[src/rtl/md4_pkg.sv]
// Shared types for the md4 candidate scheduler.
package md4_pkg;
  localparam int DIGEST_W = 128;

  typedef enum logic [1:0] {
    SLOT_FREE = 2'd0,
    SLOT_RUN  = 2'd1,
    SLOT_CMP  = 2'd2
  } slot_t;
endpackage

[src/rtl/rr_arbiter.sv]
// Round-robin arbiter: first set request at or after ptr, one-hot grant.
module rr_arbiter #(
  parameter int N  = 4,
  parameter int PW = $clog2(N)
) (
  input  logic [N-1:0]  req,
  input  logic [PW-1:0] ptr,
  output logic [N-1:0]  gnt
);
  always_comb begin
    int   j;
    logic found;
    gnt   = '0;
    found = 1'b0;
    for (int k = 0; k < N; k++) begin
      j = int'(ptr) + k;
      if (j >= N) j = j - N;
      if (!found && req[j]) begin
        gnt[j] = 1'b1;
        found  = 1'b1;
      end
    end
  end
endmodule

[src/rtl/md4_sched.sv]
// Dispatches candidates to md4 cores and compares returned digests.
// Optional MD4_SCHED_STATS_EN adds compare / spurious-done counters.
module md4_sched
  import md4_pkg::*;
#(
  parameter int NUM_CORES = 4,
  parameter int IDX_W     = 32
) (
  input  logic                          clk,
  input  logic                          reset,
  input  logic                          enable,
  input  logic                          cand_valid,
  input  logic [IDX_W-1:0]              cand_idx,
  output logic                          cand_ready,
  output logic [NUM_CORES-1:0]          core_start,
  input  logic [NUM_CORES-1:0]          core_done,
  input  logic [NUM_CORES*DIGEST_W-1:0] core_digest,
  input  logic [DIGEST_W-1:0]           target_digest,
  input  logic                          target_load,
  output logic                          match_valid,
  output logic [IDX_W-1:0]              match_idx,
`ifdef MD4_SCHED_STATS_EN
  output logic [31:0]                   stat_done_cnt,
  output logic [15:0]                   stat_err_cnt,
`endif
  output logic                          idle
);
  localparam int PW = $clog2(NUM_CORES);

  slot_t                state [NUM_CORES];
  logic [IDX_W-1:0]     tag   [NUM_CORES];
  logic [DIGEST_W-1:0]  dig   [NUM_CORES];
  logic [DIGEST_W-1:0]  target;
  logic [PW-1:0]        rr_ptr, cmp_ptr;

  logic [NUM_CORES-1:0] free, run, cmp_req;
  logic [NUM_CORES-1:0] disp_gnt, cmp_gnt, spur;
  logic [PW-1:0]        disp_idx, cmp_idx;
  logic                 take, cmp_any;

  always_comb begin
    free     = '0;
    run      = '0;
    cmp_req  = '0;
    disp_idx = '0;
    cmp_idx  = '0;
    for (int i = 0; i < NUM_CORES; i++) begin
      free[i]    = state[i] == SLOT_FREE;
      run[i]     = state[i] == SLOT_RUN;
      cmp_req[i] = state[i] == SLOT_CMP;
      if (disp_gnt[i]) disp_idx = PW'(i);
      if (cmp_gnt[i])  cmp_idx  = PW'(i);
    end
  end

  assign cand_ready = enable & (|free);
  assign take       = cand_valid & cand_ready;
  assign cmp_any    = |cmp_req;
  assign spur       = core_done & ~run;
  assign idle       = &free;

  rr_arbiter #(.N(NUM_CORES), .PW(PW)) u_disp_arb (
    .req (free),
    .ptr (rr_ptr),
    .gnt (disp_gnt)
  );

  rr_arbiter #(.N(NUM_CORES), .PW(PW)) u_cmp_arb (
    .req (cmp_req),
    .ptr (cmp_ptr),
    .gnt (cmp_gnt)
  );

  function automatic logic [PW-1:0] ptr_next(input logic [PW-1:0] p);
    return (p == PW'(NUM_CORES - 1)) ? '0 : p + PW'(1);
  endfunction

  always_ff @(posedge clk or posedge reset) begin
    if (reset) begin
      for (int i = 0; i < NUM_CORES; i++) begin
        state[i] <= SLOT_FREE;
        tag[i]   <= '0;
        dig[i]   <= '0;
      end
      target      <= '0;
      rr_ptr      <= '0;
      cmp_ptr     <= '0;
      core_start  <= '0;
      match_valid <= 1'b0;
      match_idx   <= '0;
    end else begin
      core_start  <= take ? disp_gnt : '0;
      match_valid <= 1'b0;
      if (target_load) target <= target_digest;
      // Grant, done and compare only ever touch slots in distinct states.
      for (int i = 0; i < NUM_CORES; i++) begin
        if (take && disp_gnt[i]) begin
          state[i] <= SLOT_RUN;
          tag[i]   <= cand_idx;
        end else if (run[i] && core_done[i]) begin
          state[i] <= SLOT_CMP;
          dig[i]   <= core_digest[i*DIGEST_W +: DIGEST_W];
        end else if (cmp_gnt[i]) begin
          state[i] <= SLOT_FREE;
        end
      end
      if (take) rr_ptr <= ptr_next(disp_idx);
      if (cmp_any) begin
        cmp_ptr <= ptr_next(cmp_idx);
        if (dig[cmp_idx] == target) begin
          match_valid <= 1'b1;
          match_idx   <= tag[cmp_idx];
        end
      end
    end
  end

`ifdef MD4_SCHED_STATS_EN
  logic [4:0]  spur_n;
  logic [16:0] err_sum;

  always_comb begin
    spur_n = '0;
    for (int i = 0; i < NUM_CORES; i++) spur_n = spur_n + 5'(spur[i]);
    err_sum = {1'b0, stat_err_cnt} + 17'(spur_n);
  end

  always_ff @(posedge clk or posedge reset) begin
    if (reset) begin
      stat_done_cnt <= '0;
      stat_err_cnt  <= '0;
    end else begin
      if (cmp_any && stat_done_cnt != 32'hFFFF_FFFF)
        stat_done_cnt <= stat_done_cnt + 32'd1;
      stat_err_cnt <= err_sum[16] ? 16'hFFFF : err_sum[15:0];
    end
  end
`else
  logic unused_spur;
  assign unused_spur = ^spur;
`endif
endmodule

[config.mk]
export PLATFORM = sky130hd
export DESIGN_NAME = md4_sched
export DESIGN_NICKNAME = d
export VERILOG_FILES = /design/src/rtl/md4_pkg.sv /design/src/rtl/rr_arbiter.sv /design/src/rtl/md4_sched.sv
export SDC_FILE = /design/constraint.sdc
export NUM_CORES = 2
export LEC_CHECK = 0
export CELL_PAD_IN_SITES_DETAIL_PLACEMENT = 0
export CELL_PAD_IN_SITES_GLOBAL_PLACEMENT = 1
export CORE_ASPECT_RATIO = 0.6
export CORE_MARGIN = 2
export CORE_UTILIZATION = 45
export CTS_BUF_LIST = sky130_fd_sc_hd__clkbuf_16
export CTS_CLUSTER_DIAMETER = 120
export DETAILED_ROUTE_END_ITERATION = 8
export PLACE_DENSITY_LB_ADDON = 0.1
export SETUP_SLACK_MARGIN = 0.02
export SYNTH_ARGS = -nofsm -noshare
export SYNTH_HDL_FRONTEND = slang
export SYNTH_SLANG_ARGS = --single-unit
[constraint.sdc]
create_clock -name clk -period 74.7 [get_ports clk]
set_clock_uncertainty 0.1 [all_clocks]
set_input_delay 18.675 -clock clk [delete_from_list [all_inputs] [get_ports clk]]
set_output_delay 18.675 -clock clk [all_outputs]
set_load 0.02 [all_outputs]
==> key figures <==
Global routing
  – Initial antenna violation count: 61
  – First-pass GRT wire length: 218000 um
  – GRT Total Usage: 34.5%
  – Gr ovfl total: 0
  – Largest net degree at the start of global routing: 178
  – Number of global-route vias before repair: 30613

Logic synthesis
  – Main synth FF type: dfrtp_1
  – Number of synthesized flops with an enable pin: 0
  – Synth warnings: 0
  – Yosys cell types: 75
  – Flops & latches, synth: 817
  – Synthesized area per cell: 10.9 sq um
  – Post-Synthesis Net Count: 4213
  – FFs w/ async S/R, synth: 100%
  – Sequential share of the synthesized area: 53.2%
  – Syn Inst Count: 3516
  – Mapped Area: 38400 sq um

Clocking
  – CTS tree: built
  – Setup Buffers After CTS: 0
  – H-tree levels: 3
  – Cts bufs inserted: 80
  – Clock sinks: 817
  – CTS Root Cell: clkbuf_16
  – CTS Hold Buffers Added: 0
  – PostCTS Resize Cnt: 0
  – Clk_lat worst skew: 0.68 ns
  – Clock transition at path regs: 0.06 ns
  – Maximum buffer depth of the clock tree: 3

Floorplanning
  – Boundary pin count: 720
  – Initial core utilization: 45.7%
  – Die Area: 87800 sq um
  – FP Rows: 82
  – Core Area: 84000 sq um
  – DIE WIDTH: 381 um
  – Die height: 230 um

Setup path
  – Critical path class: in2out
  – CP peak stage delay: 0.60 ns
  – CP top delay family: buffers and inverters
  – Startpoint Class: input port
  – Crit path top cell by count: clkdlybuf4s50_1
  – Critical path's slowest cell: clkdlybuf4s50_1
  – Crit path DAT: 19.86 ns
  – Worst-path cell chain: clkdlybuf4s50_1 > o21a_1 > clkdlybuf4s50_1
  – CP Capture Type: output port
  – Worst EP required: 55.92 ns
  – Worst-path fanout max: 2
  – WP buf/inv: 2

Cells and area
  – NumNets Final: 4856
  – Share of layout cells above drive strength 1: 16.7%
  – Area grow syn2layout: 28.5%
  – Final core occ: 58.8%

Timing
  – Max_slew headroom: 7.48%
  – Period minus WS final: 38.64 ns
  – Fin. max-slew vios: 0
  – RSZ-0062 raised after global routing: no
  – Slew @ Worst Pin: 1.39 ns
  – Final hold viol count: 0
  – Max Fclk: 0.0259 GHz
  – Final period utilization: 51.7%
  – Final Setup Violations: 0
  – Fin Setup TNS: 0 ns

Power and ir drop
  – Sequential fraction of design power: 34.4%
  – Switching power total: 928 uW
  – Switching Fraction: 42.6%
  – Clk network pwr share: 18.9%
  – PD cells: 44.1 nW/um^2
  – Comb pwr share: 46.7%
  – Leak: 21.6 nW
  – Worst vdd ir: 0.0299 mV
  – P_int: 1.25 mW

Job
  – Maxcap violations: 0

Routing
  – DR pass1 iterations: 7
  – DRC: 0
  – Vias per cell: 5.78
  – Post-route ant nets: 0
  – Total Wirelength: 154000 um
  – DR WL/cell: 28.6 um
  – Initial DRC Count: 3216
  – DR vias: 31213

Placed design
  – DP Wirelength: 114000 um
  – Global placer's final weighted congestion: 0.964
  – Buffers added on ports: 719

Worst hold path
  – Hold Crit Class: reg2reg

Run status
  – Status: complete, no violations
synthesized netlist by cell type (40+ instances only):
master	instances	share of area, %
o221ai_1	50	1.1
xnor2_1	64	1.5
mux2i_1	71	1.8
inv_1	145	1.4
xor2_1	65	1.5
nor4_1	40	0.65
a21oi_1	51	0.66
dfrtp_1	817	53
a31oi_1	58	0.94
nor2_1	98	0.96
o21ai_0	189	2.5
mux2_2	511	15
clkbuf_1	167	1.6
nand2_1	665	6.5
o22ai_1	53	0.86
power groups by stage:
stage | Clock, mW | Sequential, mW | Combinational (mW)
CTS | 0.416 | 0.747 | 0.996
global route | 0.435 | 0.771 | 1.08
finish | 0.411 | 0.750 | 1.02
global placement | 0 | 0.749 | 0.982
detailed placement | 0 | 0.753 | 0.993
floorplan | 0 | 0.711 | 0.647
per-stage QoR:
step	instances	hold WS [ns]	area (sq um)	power, mW	setup slack, ns
final	5397	0.375	49400	2.18	36.06
after detailed placement	5211	0.362	46700	1.75	36.06
after floorplan	3516	0.346	38400	1.36	32.98
after global placement	5211	0.358	46700	1.73	36.05
after global routing	5390	0.386	49400	2.28	36.03
after CTS	5355	0.379	49300	2.16	36.05
state kept, by name (all words and copies together) (netlist names):
name,flops
rr_ptr,2
core_start,4
state,8
cmp_ptr,2
tag,128
match_valid,1
target,128
dig,512
match_idx,32
layout make-up:
cell class | count | area, sq um
timing repair buffer | 765 | 7610
fill | 7252 | 34700
sequential | 817 | 20400
multi-input combinational | 2345 | 16700
antenna | 42 | 105
clock inverter | 58 | 414
inverter | 150 | 571
clock buffer | 86 | 2150
tap | 1134 | 1420
cells in the final DEF (no fill, tap or decap), types with 58 or more instances in the layout:
| cell type | count |
|---|---|
| dfrtp_1 | 817 |
| clkdlybuf4s50_1 | 718 |
| nand2_1 | 664 |
| mux2_2 | 511 |
| o21ai_0 | 189 |
| inv_1 | 157 |
| nor2_1 | 94 |
| clkbuf_16 | 86 |
| mux2i_1 | 71 |
| xor2_1 | 65 |
| xnor2_1 | 64 |
| a31oi_1 | 58 |
worst reg2reg max path, delay by kind of cell (launching register included):
kind	cells	cell delay [ns]
adders and majority gates	1	0.43
and+or+nand+nor	7	1.65
DFF	1	0.63
buffers and inverters	6	2.88
muxes	3	1.86
AOI/OAI and AO/OA	1	0.68
logic make-up (layout without fill, tap and decap cells):
group | count (synthesis) | count (layout) | synth area share, %
and+or+nand+nor | 952 | 952 | 10.5
DFF | 817 | 817 | 53.2
AOI/OAI and AO/OA | 632 | 632 | 11.2
muxes | 616 | 616 | 17.9
buffers and inverters | 354 | 1059 | 3.67
xor gates and xnor gates | 129 | 129 | 2.94
adders and majority gates | 16 | 16 | 0.521
other | 0 | 42 | 0
path summary, 6_finish.rpt:
| kind | startpoint | end | slack [ns] | depth (start not counted) |
|---|---|---|---|---|
| setup / recovery | enable | cand_ready | 36.06 | 3 |
| hold / removal | tag[20] | tag[20] | 0.37 | 2 |
| setup reg to reg | cmp_ptr[0] | match_idx[16] | 66.35 | 18 |
| hold reg to reg | tag[20] | tag[20] | 0.37 | 2 |
| max in group asynchronous | reset | dig[323] | 52.54 | 5 |
| min in group asynchronous | reset | tag[48] | 18.52 | 2 |
layer usage:
metal  global-route usage, %  vias up  part of all wire (%)  wire (um)
met5                       0        -                  0.11        166
met4                    12.0       28                   3.3       5040
met3                    8.58      266                   8.7      13400
met2                    55.0     1393                    47      72800
met1                    46.0    15691                    41      62800
li1                        -    13835                     -          -
No activity file was read; power rests on OpenSTA's default activity.
